### src/rtl/u409_autoconfig_if.sv
// 68040 bus signals seen by the U409 AUTOCONFIG responder.
// Valid/ready rule: TSn low for one clock starts a cycle; TAn low for one clock ends it, with D_OUT valid while D_OE is high.
interface u409_autoconfig_if;
    logic        TSn;
    logic        RnW;
    logic        AUTOCONFIG_SPACE;
    logic [6:1]  A;
    logic [31:24] D_IN;
    logic [31:28] D_OUT;
    logic        D_OE;
    logic        TAn;

    modport master (
        output TSn, RnW, AUTOCONFIG_SPACE, A, D_IN,
        input  D_OUT, D_OE, TAn
    );

    modport slave (
        input  TSn, RnW, AUTOCONFIG_SPACE, A, D_IN,
        output D_OUT, D_OE, TAn
    );
endinterface

### src/rtl/u409_autoconfig.sv
// AUTOCONFIG responder for the two U409 boards (Z3 PCI bridge, then Z2 ATA).
// Serves nibble-wide config ROM reads, latches base addresses / shut-up and acknowledges with TAn.
module u409_autoconfig #(
    parameter logic [15:0] MFG_ID = 16'h0A1C,
    parameter logic [31:0] SERIAL = 32'h0000_0001,
    parameter logic [7:0]  TYPE0  = 8'h82,
    parameter logic [7:0]  PROD0  = 8'h01,
    parameter logic [7:0]  FLAGS0 = 8'h30,
    parameter logic [7:0]  TYPE1  = 8'hC1,
    parameter logic [7:0]  PROD1  = 8'h02,
    parameter logic [7:0]  FLAGS1 = 8'h00
) (
    input  logic                  CLK40,
    input  logic                  RESETn,
    u409_autoconfig_if.slave      bus,
    output logic [31:24]          BASE0,
    output logic [23:16]          BASE1,
    output logic [1:0]            CONFIGED,
    output logic [1:0]            SHUTUP,
    output logic                  AC_DONE,
    output logic [1:0]            o_dbg_state
);
    typedef enum logic [1:0] {S_IDLE = 2'd0, S_ACTIVE = 2'd1, S_TERM = 2'd2} state_t;

    state_t      r_state, w_state_nxt;
    logic        r_phase, w_phase_nxt;
    logic        w_capture;
    logic        r_rnw;
    logic [6:1]  r_a;
    logic [7:0]  r_d;
    logic [3:0]  r_hold, w_hold_nxt;
    logic [3:0]  r_d_out;
    logic        r_d_oe;
    logic        r_tan_n;
    logic [7:0]  r_base0, w_base0_nxt;
    logic [7:0]  r_base1, w_base1_nxt;
    logic [1:0]  r_configed, w_cfg_nxt;
    logic [1:0]  r_shutup, w_shut_nxt;
    logic        r_ac_done;
    logic        w_done_nxt;
    logic        w_board1;
    logic        w_ts_hit;
    logic [7:0]  w_rom_byte;
    logic [3:0]  w_nib_raw;
    logic [3:0]  w_nib;

    assign w_board1 = r_configed[0] | r_shutup[0];
    assign w_ts_hit = !bus.TSn && bus.AUTOCONFIG_SPACE;

    // ROM lookup for the active board; every register but 0 reads back inverted
    always_comb begin
        w_rom_byte = 8'h00;
        case (r_a[5:2])
            4'd0:    w_rom_byte = w_board1 ? TYPE1  : TYPE0;
            4'd1:    w_rom_byte = w_board1 ? PROD1  : PROD0;
            4'd2:    w_rom_byte = w_board1 ? FLAGS1 : FLAGS0;
            4'd4:    w_rom_byte = MFG_ID[15:8];
            4'd5:    w_rom_byte = MFG_ID[7:0];
            4'd6:    w_rom_byte = SERIAL[31:24];
            4'd7:    w_rom_byte = SERIAL[23:16];
            4'd8:    w_rom_byte = SERIAL[15:8];
            4'd9:    w_rom_byte = SERIAL[7:0];
            default: w_rom_byte = 8'h00;
        endcase
        w_nib_raw = r_a[1] ? w_rom_byte[3:0] : w_rom_byte[7:4];
        if (r_a[6])
            w_nib = 4'hF;
        else if (r_a[5:2] != 4'd0)
            w_nib = ~w_nib_raw;
        else
            w_nib = w_nib_raw;
    end

    // Write side effects, committed on the edge that leaves TERM
    always_comb begin
        w_base0_nxt = r_base0;
        w_base1_nxt = r_base1;
        w_hold_nxt  = r_hold;
        w_cfg_nxt   = r_configed;
        w_shut_nxt  = r_shutup;
        if (r_state == S_TERM && !r_rnw) begin
            case (r_a)
                6'h22: if (!w_board1) begin
                    w_base0_nxt  = r_d;
                    w_cfg_nxt[0] = 1'b1;
                end
                6'h24: if (w_board1) w_hold_nxt = r_d[7:4];
                6'h25: if (w_board1) begin
                    w_base1_nxt  = {r_hold, r_d[7:4]};
                    w_cfg_nxt[1] = 1'b1;
                end
                6'h26: begin
                    if (w_board1) w_shut_nxt[1] = 1'b1;
                    else          w_shut_nxt[0] = 1'b1;
                end
                default: ;
            endcase
        end
        w_done_nxt = (w_cfg_nxt[0] | w_shut_nxt[0]) & (w_cfg_nxt[1] | w_shut_nxt[1]);
    end

    // ACTIVE spans two clocks so TAn lands on k+2; a new TSn may be taken on the TERM exit edge
    always_comb begin
        w_state_nxt = r_state;
        w_phase_nxt = 1'b0;
        w_capture   = 1'b0;
        case (r_state)
            S_IDLE: if (w_ts_hit && !r_ac_done) begin
                w_state_nxt = S_ACTIVE;
                w_capture   = 1'b1;
            end
            S_ACTIVE: begin
                if (!r_phase) w_phase_nxt = 1'b1;
                else          w_state_nxt = S_TERM;
            end
            S_TERM: begin
                w_state_nxt = S_IDLE;
                if (w_ts_hit && !w_done_nxt) begin
                    w_state_nxt = S_ACTIVE;
                    w_capture   = 1'b1;
                end
            end
            default: w_state_nxt = S_IDLE;
        endcase
    end

    always_ff @(posedge CLK40) begin
        if (!RESETn) begin
            r_state    <= S_IDLE;
            r_phase    <= 1'b0;
            r_rnw      <= 1'b1;
            r_a        <= '0;
            r_d        <= '0;
            r_hold     <= '0;
            r_d_out    <= 4'hF;
            r_d_oe     <= 1'b0;
            r_tan_n    <= 1'b1;
            r_base0    <= '0;
            r_base1    <= '0;
            r_configed <= '0;
            r_shutup   <= '0;
            r_ac_done  <= 1'b0;
        end else begin
            r_state    <= w_state_nxt;
            r_phase    <= w_phase_nxt;
            r_tan_n    <= (w_state_nxt != S_TERM);
            r_hold     <= w_hold_nxt;
            r_base0    <= w_base0_nxt;
            r_base1    <= w_base1_nxt;
            r_configed <= w_cfg_nxt;
            r_shutup   <= w_shut_nxt;
            r_ac_done  <= w_done_nxt;
            if (w_capture) begin
                r_rnw <= bus.RnW;
                r_a   <= bus.A;
                r_d   <= bus.D_IN;
            end
            if (r_state == S_ACTIVE && !r_phase) begin
                r_d_out <= w_nib;
                r_d_oe  <= r_rnw;
            end else if (r_state == S_TERM) begin
                r_d_oe  <= 1'b0;
            end
        end
    end

    assign bus.D_OUT   = r_d_out;
    assign bus.D_OE    = r_d_oe;
    assign bus.TAn     = r_tan_n;
    assign BASE0       = r_base0;
    assign BASE1       = r_base1;
    assign CONFIGED    = r_configed;
    assign SHUTUP      = r_shutup;
    assign AC_DONE     = r_ac_done;
    assign o_dbg_state = r_state;
endmodule

### src/flat_wrapper.sv
// flat-port wrapper written by rule: the top's interface ports become plain ports
module u409_autoconfig_flat 
#(
    parameter logic [15:0] MFG_ID = 16'h0A1C,
    parameter logic [31:0] SERIAL = 32'h0000_0001,
    parameter logic [7:0]  TYPE0  = 8'h82,
    parameter logic [7:0]  PROD0  = 8'h01,
    parameter logic [7:0]  FLAGS0 = 8'h30,
    parameter logic [7:0]  TYPE1  = 8'hC1,
    parameter logic [7:0]  PROD1  = 8'h02,
    parameter logic [7:0]  FLAGS1 = 8'h00
)
  (CLK40, RESETn, BASE0, BASE1, CONFIGED, SHUTUP, AC_DONE, o_dbg_state, bus_TSn, bus_RnW, bus_AUTOCONFIG_SPACE, bus_A, bus_D_IN, bus_D_OUT, bus_D_OE, bus_TAn);
  u409_autoconfig_if bus_i ();
  input  logic CLK40;
  input  logic RESETn;
  output logic [31:24] BASE0;
  output logic [23:16] BASE1;
  output logic [1:0] CONFIGED;
  output logic [1:0] SHUTUP;
  output logic AC_DONE;
  output logic [1:0] o_dbg_state;
  input wire logic [$bits(bus_i.TSn)-1:0] bus_TSn;
  input wire logic [$bits(bus_i.RnW)-1:0] bus_RnW;
  input wire logic [$bits(bus_i.AUTOCONFIG_SPACE)-1:0] bus_AUTOCONFIG_SPACE;
  input wire logic [$bits(bus_i.A)-1:0] bus_A;
  input wire logic [$bits(bus_i.D_IN)-1:0] bus_D_IN;
  output wire logic [$bits(bus_i.D_OUT)-1:0] bus_D_OUT;
  output wire logic [$bits(bus_i.D_OE)-1:0] bus_D_OE;
  output wire logic [$bits(bus_i.TAn)-1:0] bus_TAn;
  assign bus_i.TSn = bus_TSn;
  assign bus_i.RnW = bus_RnW;
  assign bus_i.AUTOCONFIG_SPACE = bus_AUTOCONFIG_SPACE;
  assign bus_i.A = bus_A;
  assign bus_i.D_IN = bus_D_IN;
  assign bus_D_OUT = bus_i.D_OUT;
  assign bus_D_OE = bus_i.D_OE;
  assign bus_TAn = bus_i.TAn;
  u409_autoconfig #(.MFG_ID(MFG_ID), .SERIAL(SERIAL), .TYPE0(TYPE0), .PROD0(PROD0), .FLAGS0(FLAGS0), .TYPE1(TYPE1), .PROD1(PROD1), .FLAGS1(FLAGS1)) u_core (.CLK40(CLK40), .RESETn(RESETn), .bus(bus_i), .BASE0(BASE0), .BASE1(BASE1), .CONFIGED(CONFIGED), .SHUTUP(SHUTUP), .AC_DONE(AC_DONE), .o_dbg_state(o_dbg_state));
endmodule
### config.mk
export PLATFORM = sky130hd
export DESIGN_NAME = u409_autoconfig_flat
export DESIGN_NICKNAME = d
export VERILOG_FILES = /design/src/rtl/u409_autoconfig_if.sv /design/src/rtl/u409_autoconfig.sv /design/src/flat_wrapper.sv
export SDC_FILE = /design/constraint.sdc
export NUM_CORES = 1
export LEC_CHECK = 0
export ABC_AREA = 0
export CAP_MARGIN = 20
export CORE_MARGIN = 3
export CORE_UTILIZATION = 50
export CTS_BUF_LIST = sky130_fd_sc_hd__clkbuf_4 sky130_fd_sc_hd__clkbuf_8
export DETAILED_ROUTE_END_ITERATION = 10
export PLACE_DENSITY = 0.82
export SLEW_MARGIN = 0
export SYNTH_ARGS = -nofsm -noshare
export SYNTH_HDL_FRONTEND = slang
export SYNTH_SLANG_ARGS = --single-unit
### constraint.sdc
create_clock -name CLK40 -period 5.1 [get_ports CLK40]
set_clock_uncertainty 0.2 [all_clocks]
set_input_delay 0.765 -clock CLK40 [delete_from_list [all_inputs] [get_ports CLK40]]
set_output_delay 0.765 -clock CLK40 [all_outputs]
set_load 0.05 [all_outputs]
Word-level counts from Yosys, hierarchy flattened --
Index checks and enable logic that the tools add are counted.
Storage, ports and cells: flip-flop bits (word level) 49, RAM bits 0, output and inout port bits 29, word-level logic and storage cells 76, latch bits 0, memories kept 0, bits in read-only memories 0
Operators by class: muxes and demuxes 26, reductions and logical operators 18, eq/ne operators 12, div/mod/pow operators 0, bitwise logic cells 6, shifts and indexed selects 0, multiply operators 0, add/subtract/negate cells 0, magnitude comparators 0
Operator list (count):
- one-hot mux 8 bit (6 select lines) | 1
- == test 6 bit, second input constant | 4
- 2-to-1 mux 1 bit | 12
- 2-to-1 mux 2 bit | 6
- 2-to-1 mux 4 bit | 3
- AND reduction 3 bit | 3
- == test 4 x 3 -> 1 bit, second input constant | 2
- 2-to-1 mux 7 bit | 1
- 2-to-1 mux 6 bit | 1
- one-hot mux 2 bit (3 select lines) | 1
- logical AND 1 bit | 5
- logical NOT 1 bit | 5
- == test 4 x 1 -> 1 bit, second input constant | 1
- == test 4 x 2 -> 1 bit, second input constant | 1
- == test 4 bit, second input constant | 1
- logical NOT 4 bit | 1
- NOT 4 bit | 1
- nonzero test 4 bit | 1
- bitwise OR 1 bit | 3
- == test 2 x 1 -> 1 bit, second input constant | 1
- == test 2 bit, second input constant | 1
- logical NOT 2 bit | 1
- != test 2 bit, second input constant | 1
- one-hot mux 1 bit (2 select lines) | 1
- other kinds (4) | 4

Logic depth before layout (Yosys ltp) --
Gate-level depths: netlist of the first run.
depth after elaboration 11, gate-level depth with buffers 7, depth with buffers taken out 5

Worst setup path after synthesis of the first run --
No wires, ideal clock.
kind input to register, from input port bus_TSn, to register u_core.r_a[3] (netlist bit), slack 2.960 ns, data arrival time 1.869 ns, stages on the path 4, library setup time 0.072 ns, cells stage by stage or4b_4 o22ai_4 buf_12 mux2i_1
On the way: word-level cells in the longest chain between the ends 5, elaborated cells between the ends (all ways) 7
RTL lines:
- from (decl) | line flat_wrapper.sv:23 | input wire logic [$bits(bus_i.TSn)-1:0] bus_TSn;
- logical NOT 1 bit (*) | line u409_autoconfig.sv:48 | assign w_ts_hit = !bus.TSn && bus.AUTOCONFIG_SPACE;
- logical AND 1 bit (*) | line u409_autoconfig.sv:48
- logical AND 1 bit, on equally long branches | line u409_autoconfig.sv:118, u409_autoconfig.sv:108
- 2-to-1 mux 1 bit, on equally long branches | line u409_autoconfig.sv:118, u409_autoconfig.sv:108
- one-hot mux 1 bit (2 select lines) (*) | line u409_autoconfig.sv:107 | case (r_state)
- to (signal assigned) | line u409_autoconfig.sv:155 | r_a <= bus.A;
- to (decl) | line u409_autoconfig.sv:29 | logic [6:1] r_a;
Mark *: on every way between the ends. The rest lies on a longest branch, timed or not. A chain may end at the register's enable or synchronous reset.

Worst setup path in the final report of the first run --
from register u_core.r_state[0], in the netlist u_core.o_dbg_state[0], to output port o_dbg_state[0]
RTL lines:
- from (decl) | line u409_autoconfig.sv:25 | state_t r_state, w_state_nxt;
- from (signal assigned) | line u409_autoconfig.sv:144 | r_state <= w_state_nxt;
- to (decl) | line flat_wrapper.sv:22 | output logic [1:0] o_dbg_state;
No word-level cell between the ends.

==> results of run 1 <==
-- cells by family (layout without fill, tap and decap cells) --
kind of cell | count (synthesis) | after routing | synth area share
AOI/OAI and AO/OA | 22 | 22 | 0.0796
xor gates and xnor gates | 1 | 1 | 0.00407
buffers and inverters | 20 | 59 | 0.0488
DFF | 49 | 49 | 0.456
muxes | 35 | 35 | 0.163
and+or+nand+nor | 97 | 97 | 0.249
-- sequential cells by signal, indices dropped and copies added, names as in the netlist, 2 cells and up --
name / flops
u_core.SHUTUP: 2
u_core.o_dbg_state: 2
u_core.bus.D_OUT: 4
u_core.BASE0: 8
u_core.r_hold: 4
u_core.r_d: 8
u_core.BASE1: 8
u_core.CONFIGED: 2
u_core.r_a: 6
-- routing by layer --
metal,up-vias,GRT usage
li1,829,-
met1,717,0.219
met2,38,0.263
met3,5,0.0393
met4,0,0.0772
met5,-,0
-- cells in the final DEF (no fill, tap or decap), types with 2 or more instances in the layout --
cell type	instances
sky130_fd_sc_hd__o21a_1	2
sky130_fd_sc_hd__clkinv_4	2
sky130_fd_sc_hd__nor3_1	2
sky130_fd_sc_hd__or3_1	2
sky130_fd_sc_hd__dfxtp_1	49
sky130_fd_sc_hd__o21ai_1	2
sky130_fd_sc_hd__and2b_1	2
sky130_fd_sc_hd__and2_1	2
sky130_fd_sc_hd__nand4_1	5
sky130_fd_sc_hd__nand3b_1	2
sky130_fd_sc_hd__clkbuf_8	5
sky130_fd_sc_hd__nor3b_1	2
sky130_fd_sc_hd__inv_1	4
sky130_fd_sc_hd__a21oi_1	4
sky130_fd_sc_hd__nor2b_1	27
sky130_fd_sc_hd__o21ai_0	3
sky130_fd_sc_hd__nor2_1	8
sky130_fd_sc_hd__clkdlybuf4s50_1	46
sky130_fd_sc_hd__mux2i_1	35
sky130_fd_sc_hd__nor2b_4	2
sky130_fd_sc_hd__and3_1	2
sky130_fd_sc_hd__nand2_1	35
sky130_fd_sc_hd__o22ai_1	2
-- through the flow --
step	std cells	instance area, um2	setup slack [ns]	hold slack (ns)
finish	313	2680	2.46	0.264
global placement	305	2590	2.30	0.232
floorplan	224	2150	2.96	0.215
detailed placement	305	2590	2.23	0.251
global route	313	2680	2.38	0.281
CTS	313	2680	2.43	0.266
-- final cells by class --
class / count / area (um2)
Clock buffer: 5 / 68.8
Clock inverter: 3 / 22.5
Fill cell: 371 / 1400
Inverter: 4 / 15.0
Multi-Input combinational cell: 155 / 1070
Sequential cell: 49 / 981
Tap cell: 50 / 62.6
Timing Repair Buffer: 47 / 465
-- final timing paths --
path                    startpoint             end  slack (ns)
min                  u_core.r_d[3]   u_core.r_d[3]        0.26
max reg2reg     u_core.CONFIGED[0]   u_core.r_d[0]        2.87
max          u_core.o_dbg_state[0]  o_dbg_state[0]        2.46
min reg2reg          u_core.r_d[3]   u_core.r_d[3]        0.26
-- power by group through the flow --
stage               logic [W]  registers, W  clock network, W
floorplan           0.0000491      0.000421                 0
global placement    0.0000803      0.000414                 0
detailed placement  0.0000814      0.000414                 0
CTS                 0.0000816      0.000405          0.000237
global route        0.0000887      0.000408          0.000253
finish              0.0000810      0.000405          0.000229
==> results.txt, run 1 <==
The cell area after synthesis is 2150 um2. For the pin with the worst max-slew slack, the measured transition is 0.868 ns. The tree is rooted in a sky130_fd_sc_hd__clkbuf_8. The number of instances in the synthesized netlist is 224.

After detailed routing, the met3 layer carries 183 um of wire. The count of final max-slew check failures came to 0. The total overflow left after global routing is 0. The share of total power consumed by net switching came out at 0.258. The count of antenna-violating nets left after detailed routing came out at 0. The share of the clock period used by the worst path came out at 0.518. The number of antenna violations at the first check in global routing came out at 0. The worst setup path is captured at a primary output. The weighted congestion at the end of routability-driven global placement is 0.831.

The Yosys step of the flow raised 0 warnings. The number of buffers inserted to repair setup after CTS is 0. Static timing analysis puts the maximum clock frequency at 378 MHz. The number of gates resized after CTS is 0. The average via count per standard cell is 5.08. The sum of net half-perimeters after detailed placement came out at 2810 um. TritonCTS created 5 clock buffers. The number of antenna diodes in the final layout is 0.

The worst hold path cell count came out at 2. The number of nets handed over by synthesis was 243. The layout net count came out at 281. The time the worst path needs with I/O delays and setup is 2.64 ns. By instance count, the leading cell after synthesis is sky130_fd_sc_hd__dfxtp_1. In the final timing run, aggregate negative setup slack is 0 ns. The number of levels the H-tree was split into is 2. The final core utilization came out at 0.656. The die footprint is 5130 um2. The maximum number of pins on one net before global-route repair is 64. The vertical die dimension came out at 71.6 um. The area overhead of the layout relative to synthesis is 24.6%. The count of maximum capacitance violations came out at 0. The count of cell instances traversed by the critical path came out at 1. Internal power comes to 0.000531 W.

The number of enable-type register cells in the synthesized netlist is 0. The number of buffer and inverter instances along the worst setup path came out at 1. The final-report setup violation count is 0. In the synthesized netlist, the cells that appear most often are sky130_fd_sc_hd__dfxtp_1 (49), sky130_fd_sc_hd__mux2i_1 (35), sky130_fd_sc_hd__nand2_1 (35). The area of the core region is 4090 um2. The number of global-route vias before repair came out at 1519. The number of storage elements in the synthesis netlist is 49. The overall die width came out at 71.6 um.

The standard-cell row count is 23. The min-delay analysis places its worst path in the category flop to flop. Summed over all instances, the cell type with the most area after synthesis is sky130_fd_sc_hd__dfxtp_1.

The post-route total power is 0.000715 W. For this run, asynchronously set or reset flops after synthesis account for 0. The top cell family by delay on the critical path is buffers and inverters. The number of cells on the worst reg-to-reg path is 5. Walking the worst path, the cells encountered are clkdlybuf4s50_1. The maximum vdd drop is 197 uV. The routed wire length on met2 came out at 1850 um. The critical path in this run is classified as flop to primary output. The headroom to the max-slew limit came out at 0.421. Before antenna repair, the detailed router went through 4 iterations. In the final layout, the share of cells above drive strength 1 is 0.0608. The remaining routing DRC violations is 0.

The flow ran to the end, and the final reports show no timing, DRC or antenna violations. STA classifies the critical path startpoint as a flop. Setup repair after global routing left no endpoint under its margin. The total power divided by cell area is 267 nW/um2. The proportion of synthesized chip area in sequential cells came out at 0.456. The mean post-synth cell area is 9.61 um2. The unique cell type count in the Yosys netlist came out at 40.

After the first detailed-routing iteration, the DRC count stood at 69. The arrival time at the worst endpoint came out at 1.68 ns. The starting utilization of the core area is 0.527. The number of ports placed on the die boundary is 48. The share of synthesized area in the top cell type comes to 0.456. For this design the static power due to leakage is 1.10 nW. The quantity of hold-fixing buffers added after cts is 0. The total length of routed wires came out at 3990 um. The global-route wire length before repair came out at 6830 um.

Dividing the detail-routed wire length by the instance count gives 12.7 um. For this design, the sink count on the clock tree is 49. The critical-path maximum fanout is 7. Signal routing reaches up to met4. The later-pin clock latency in the skew report came out at 0.31 ns.

The peak per-stage delay on the critical path is 0.87 ns. Of the total power, registers draw 0.567. The number of buffers on the longest clock path is 2. The clock group share of total power came out at 0.320. By area the synthesized netlist is led by sky130_fd_sc_hd__dfxtp_1 (46%), sky130_fd_sc_hd__mux2i_1 (16%), sky130_fd_sc_hd__nor2b_1 (7.8%). The count of port buffers added during placement came out at 47. The number of hold violations in the final report came to 0. The total number of vias came out at 1589. Data on the critical path is required at its endpoint by 4.14 ns.

For this run, the leading register cell type out of synthesis is sky130_fd_sc_hd__dfxtp_1. The clock slew at the register clock pins of the worst setup and hold paths is 0.09 ns. The detailed router put a total of 1890 um of wire on met1. On the critical path, the stage with the largest delay is an instance of sky130_fd_sc_hd__clkdlybuf4s50_1. The share of total power in combinational logic came out at 0.113.

The net switching component of the power came out at 0.000184 W. The global-route usage over all layers came out at 0.168. The clock tree from TritonCTS is done.
No activity file was read; power rests on OpenSTA's default activity.
==> inputs of run 2 (changes only) <==
- clock period: 5.1 -> 2.63 ns (I/O delays scaled with it)
==> run 2 against run 1 <==
Worst setup slack worse by 2.1 ns. Non-clock buffer count is 4 higher. Hold slack worse by 0.0015 ns. Combinational power is 100% higher. Register-to-register slack worse by 2.3 ns. Sequential share of layout area is 0.40 points lower. Final cell count is 1.3% higher. Count of clock-buffer cells in the layout is 1 higher. Design area is 1.1% higher. Sequential power is 94% higher. Core utilization is 0.73 points higher. Critical path type unchanged.
==> results.txt, run 2 (same netlist as run 1, synthesis figures left out) <==
The flow ran to the end, and the final reports show no timing, DRC or antenna violations. The standard cell area after detailed placement came to 2620 um2 (+1.2%). The quantity of hold-fixing buffers added after cts is 0 (unchanged). The violation count after the first detailed-routing iteration came out at 64 (-7.2%).

The required time at the worst-slack endpoint came out at 2.04 ns (-2.10 ns). The number of hold violations in the final report is 0 (unchanged). The number of global-route vias before repair is 1510 (-0.59%).

The clock tree from TritonCTS is done. The net switching component of the power came out at 0.000354 W (+92%). On the critical path the largest part of the delay comes from buffers and inverters. The starting utilization of the core area is 0.527 (unchanged). The layout net count came out at 285 (+1.4%). The average wire per cell in the routed design is 13.1 um (+3.0%). The worst hold path cell count came to 1 (-1). The number of levels the H-tree was split into came out at 2 (unchanged). The critical-path maximum fanout was 7 (unchanged). The headroom to the max-slew limit came out at 0.620 (+0.199). The number of buffers on the longest clock path came out at 2 (unchanged). In the layout the commonest cells are sky130_fd_sc_hd__dfxtp_1 (49), sky130_fd_sc_hd__clkdlybuf4s50_1 (46), sky130_fd_sc_hd__mux2i_1 (35), sky130_fd_sc_hd__nand2_1 (35), sky130_fd_sc_hd__nor2b_1 (27). The clock slew at the register clock pins of the worst setup and hold paths is 0.08 ns (about the same).

The transition time at the pin with the least slew margin is 0.570 ns (-0.298 ns). The total length of routed wires was 4160 um (+4.3%). STA classifies the critical path startpoint as a flop. The vertical die dimension came to 71.6 um (unchanged).

In this run the worst hold path is classified as flop to flop. The startpoint identified for the worst register-to-register timing path is u_core.CONFIGED[0]. The total number of vias is 1607 (+1.1%). The part of the total power dissipated in sequential elements came out at 0.564 (-0.003).

The endpoint of the lowest-slack register-to-register path is u_core.r_d[0]. The cell internal power dissipation is 0.00104 W (+96%). CTS placed an instance of sky130_fd_sc_hd__clkbuf_8 at the clock tree root.

The achievable frequency came out at 435 MHz. Setup repair after global routing left no endpoint under its margin. The overall die width came to 71.6 um (unchanged). The standard-cell row count is 23 (unchanged). The count of maximum capacitance violations came out at 0 (unchanged). The number of buffers inserted to repair setup after CTS came out at 0 (unchanged). The proportion of layout cells with a drive suffix above 1 was 0.0749 (+0.0141). The register-to-register setup slack is 0.60 ns (-2.27 ns).

The global-route usage over all layers is 0.168 (+0.000538). The global-route wire length before repair was 6870 um (+0.50%). The maximum number of pins on one net before global-route repair is 39 (-39%). The detailed-routing iteration count for the pre-antenna-repair pass came out at 4 (unchanged). The average via count per standard cell came out at 5.07 (-0.14%). The number of filler cells placed in the layout is 346 (-6.7%). The number of gates resized after CTS came out at 0 (unchanged). The die footprint is 5130 um2 (unchanged). The number of buffer and inverter instances along the worst setup path is 1 (unchanged). The number of buffers created by CTS was 5 (unchanged). The remaining routing DRC violations was 0 (unchanged). STA classifies the critical path endpoint as a primary output. In the finished design, the share of the clock period the worst path needs comes to 0.874. The weighted congestion at the end of routability-driven global placement came out at 0.825 (-0.72%). The arrival time at the worst endpoint came out at 1.70 ns (+0.02 ns).

The number of antenna violations at the first check in global routing came out at 0 (unchanged). The worst hold path begins at u_core.r_phase. The static leakage power came out at 1.11 nW (+1.1%).

The clock group share of total power came out at 0.319 (about the same). For hold timing, the worst endpoint is u_core.bus.TAn. The number of sinks driven by the clock tree is 49 (unchanged). The maximum vdd drop came out at 374 uV (+90%).

The peak per-stage delay on the critical path is 0.87 ns (about the same). The number of cells on the worst reg-to-reg path was 6 (+1). The time the worst path needs with I/O delays and setup is 2.30 ns. The total negative setup slack came out at 0 ns (unchanged). The share of total power in combinational logic is 0.116 (+0.003). The critical path in this run is classified as flop to primary output. The count of port buffers added during placement is 47 (unchanged).

The total power divided by cell area is 514 nW/um2 (+93%). The combined area of the multi-input logic cells is 1070 um2 (unchanged). The area of the core region came out at 4090 um2 (unchanged). The area overhead of the layout relative to synthesis came out at 26.0%. The count of antenna-violating nets left after detailed routing is 0 (unchanged). The sum of net half-perimeters after detailed placement is 2870 um (+2.1%). The library cell used most frequently in the layout, excluding fill and tap cells, is sky130_fd_sc_hd__dfxtp_1.

The residual overflow from global routing is 0 (unchanged). For this design, the slowest cell found on the critical path is sky130_fd_sc_hd__clkdlybuf4s50_1. Walking the worst path, the cells encountered are clkdlybuf4s50_1. The final-report setup violation count is 0 (unchanged). The number of ports placed on the die boundary came to 48 (unchanged). The later-pin clock latency in the skew report is 0.30 ns (about the same). The count of final max-slew check failures came out at 0 (unchanged). The final standard cell area without fillers is 2710 um2 (+1.1%).

The share of total power consumed by net switching is 0.254 (-0.00410). The area taken by flip-flops and latches is 981 um2 (unchanged). The number of antenna repair diodes came out at 0 (unchanged).
-- run 2: cell types whose count changed in the layout (fill, tap and decap cells not counted) --
| cell | previous run | this run |
|---|---|---|
| sky130_fd_sc_hd__clkinvlp_4 | 0 | 2 |
| sky130_fd_sc_hd__clkbuf_4 | 0 | 1 |
| sky130_fd_sc_hd__buf_4 | 0 | 4 |
| sky130_fd_sc_hd__clkinv_2 | 1 | 0 |
| sky130_fd_sc_hd__clkinv_4 | 2 | 0 |
-- run 2: worst max path at each step --
stage / endpoint / start / slack, ns / depth (start not counted)
floorplan: u_core.r_a[3] / u_core.o_dbg_state[1] / 0.53 / 6
global placement: u_core.r_d[3] / bus_AUTOCONFIG_SPACE / 0.39 / 5
detailed placement: u_core.r_d[2] / bus_AUTOCONFIG_SPACE / 0.35 / 5
CTS: o_dbg_state[0] / u_core.o_dbg_state[0] / 0.33 / 1
global route: o_dbg_state[0] / u_core.o_dbg_state[0] / 0.28 / 1
finish: o_dbg_state[0] / u_core.o_dbg_state[0] / 0.33 / 1
-- run 2: layout make-up --
| type | count | area share |
|---|---|---|
| Timing Repair Buffer | 51 | 0.183 |
| Multi-Input combinational cell | 155 | 0.393 |
| Tap cell | 50 | 0.0231 |
| Inverter | 4 | 0.00554 |
| Clock inverter | 2 | 0.00554 |
| Sequential cell | 49 | 0.362 |
| Clock buffer | 6 | 0.0281 |
-- run 2: power by group through the flow --
| stage | Clock (W) | Sequential, W | Combinational [W] |
|---|---|---|---|
| 5_1_grt | 0.000493 | 0.000791 | 0.000175 |
| 3_5_place_dp | 0 | 0.000804 | 0.000162 |
| 3_3_place_gp | 0 | 0.000803 | 0.000159 |
| 6_report | 0.000446 | 0.000787 | 0.000162 |
| 2_1_floorplan | 0 | 0.000817 | 0.0000951 |
| 4_1_cts | 0.000460 | 0.000787 | 0.000163 |
-- run 2: per-stage QoR --
step / total power [W] / std cells / hold WS [ns] / util / setup slack (ns)
after floorplan: 0.000912 / 224 / 0.215 / - / 0.533
after global placement: 0.000962 / 309 / 0.230 / 0.641 / 0.388
after detailed placement: 0.000966 / 309 / 0.244 / 0.641 / 0.347
after CTS: 0.00141 / 317 / 0.263 / 0.664 / 0.330
after global routing: 0.00146 / 317 / 0.281 / 0.664 / 0.280
final: 0.00139 / 317 / 0.263 / 0.664 / 0.332
-- run 2: layer usage --
| layer | global-route usage | wire, um |
|---|---|---|
| met1 | 0.221 | 2000 |
| met2 | 0.264 | 1870 |
| met3 | 0.0337 | 239 |
| met4 | 0.0814 | 54 |
| met5 | 0 | 0 |
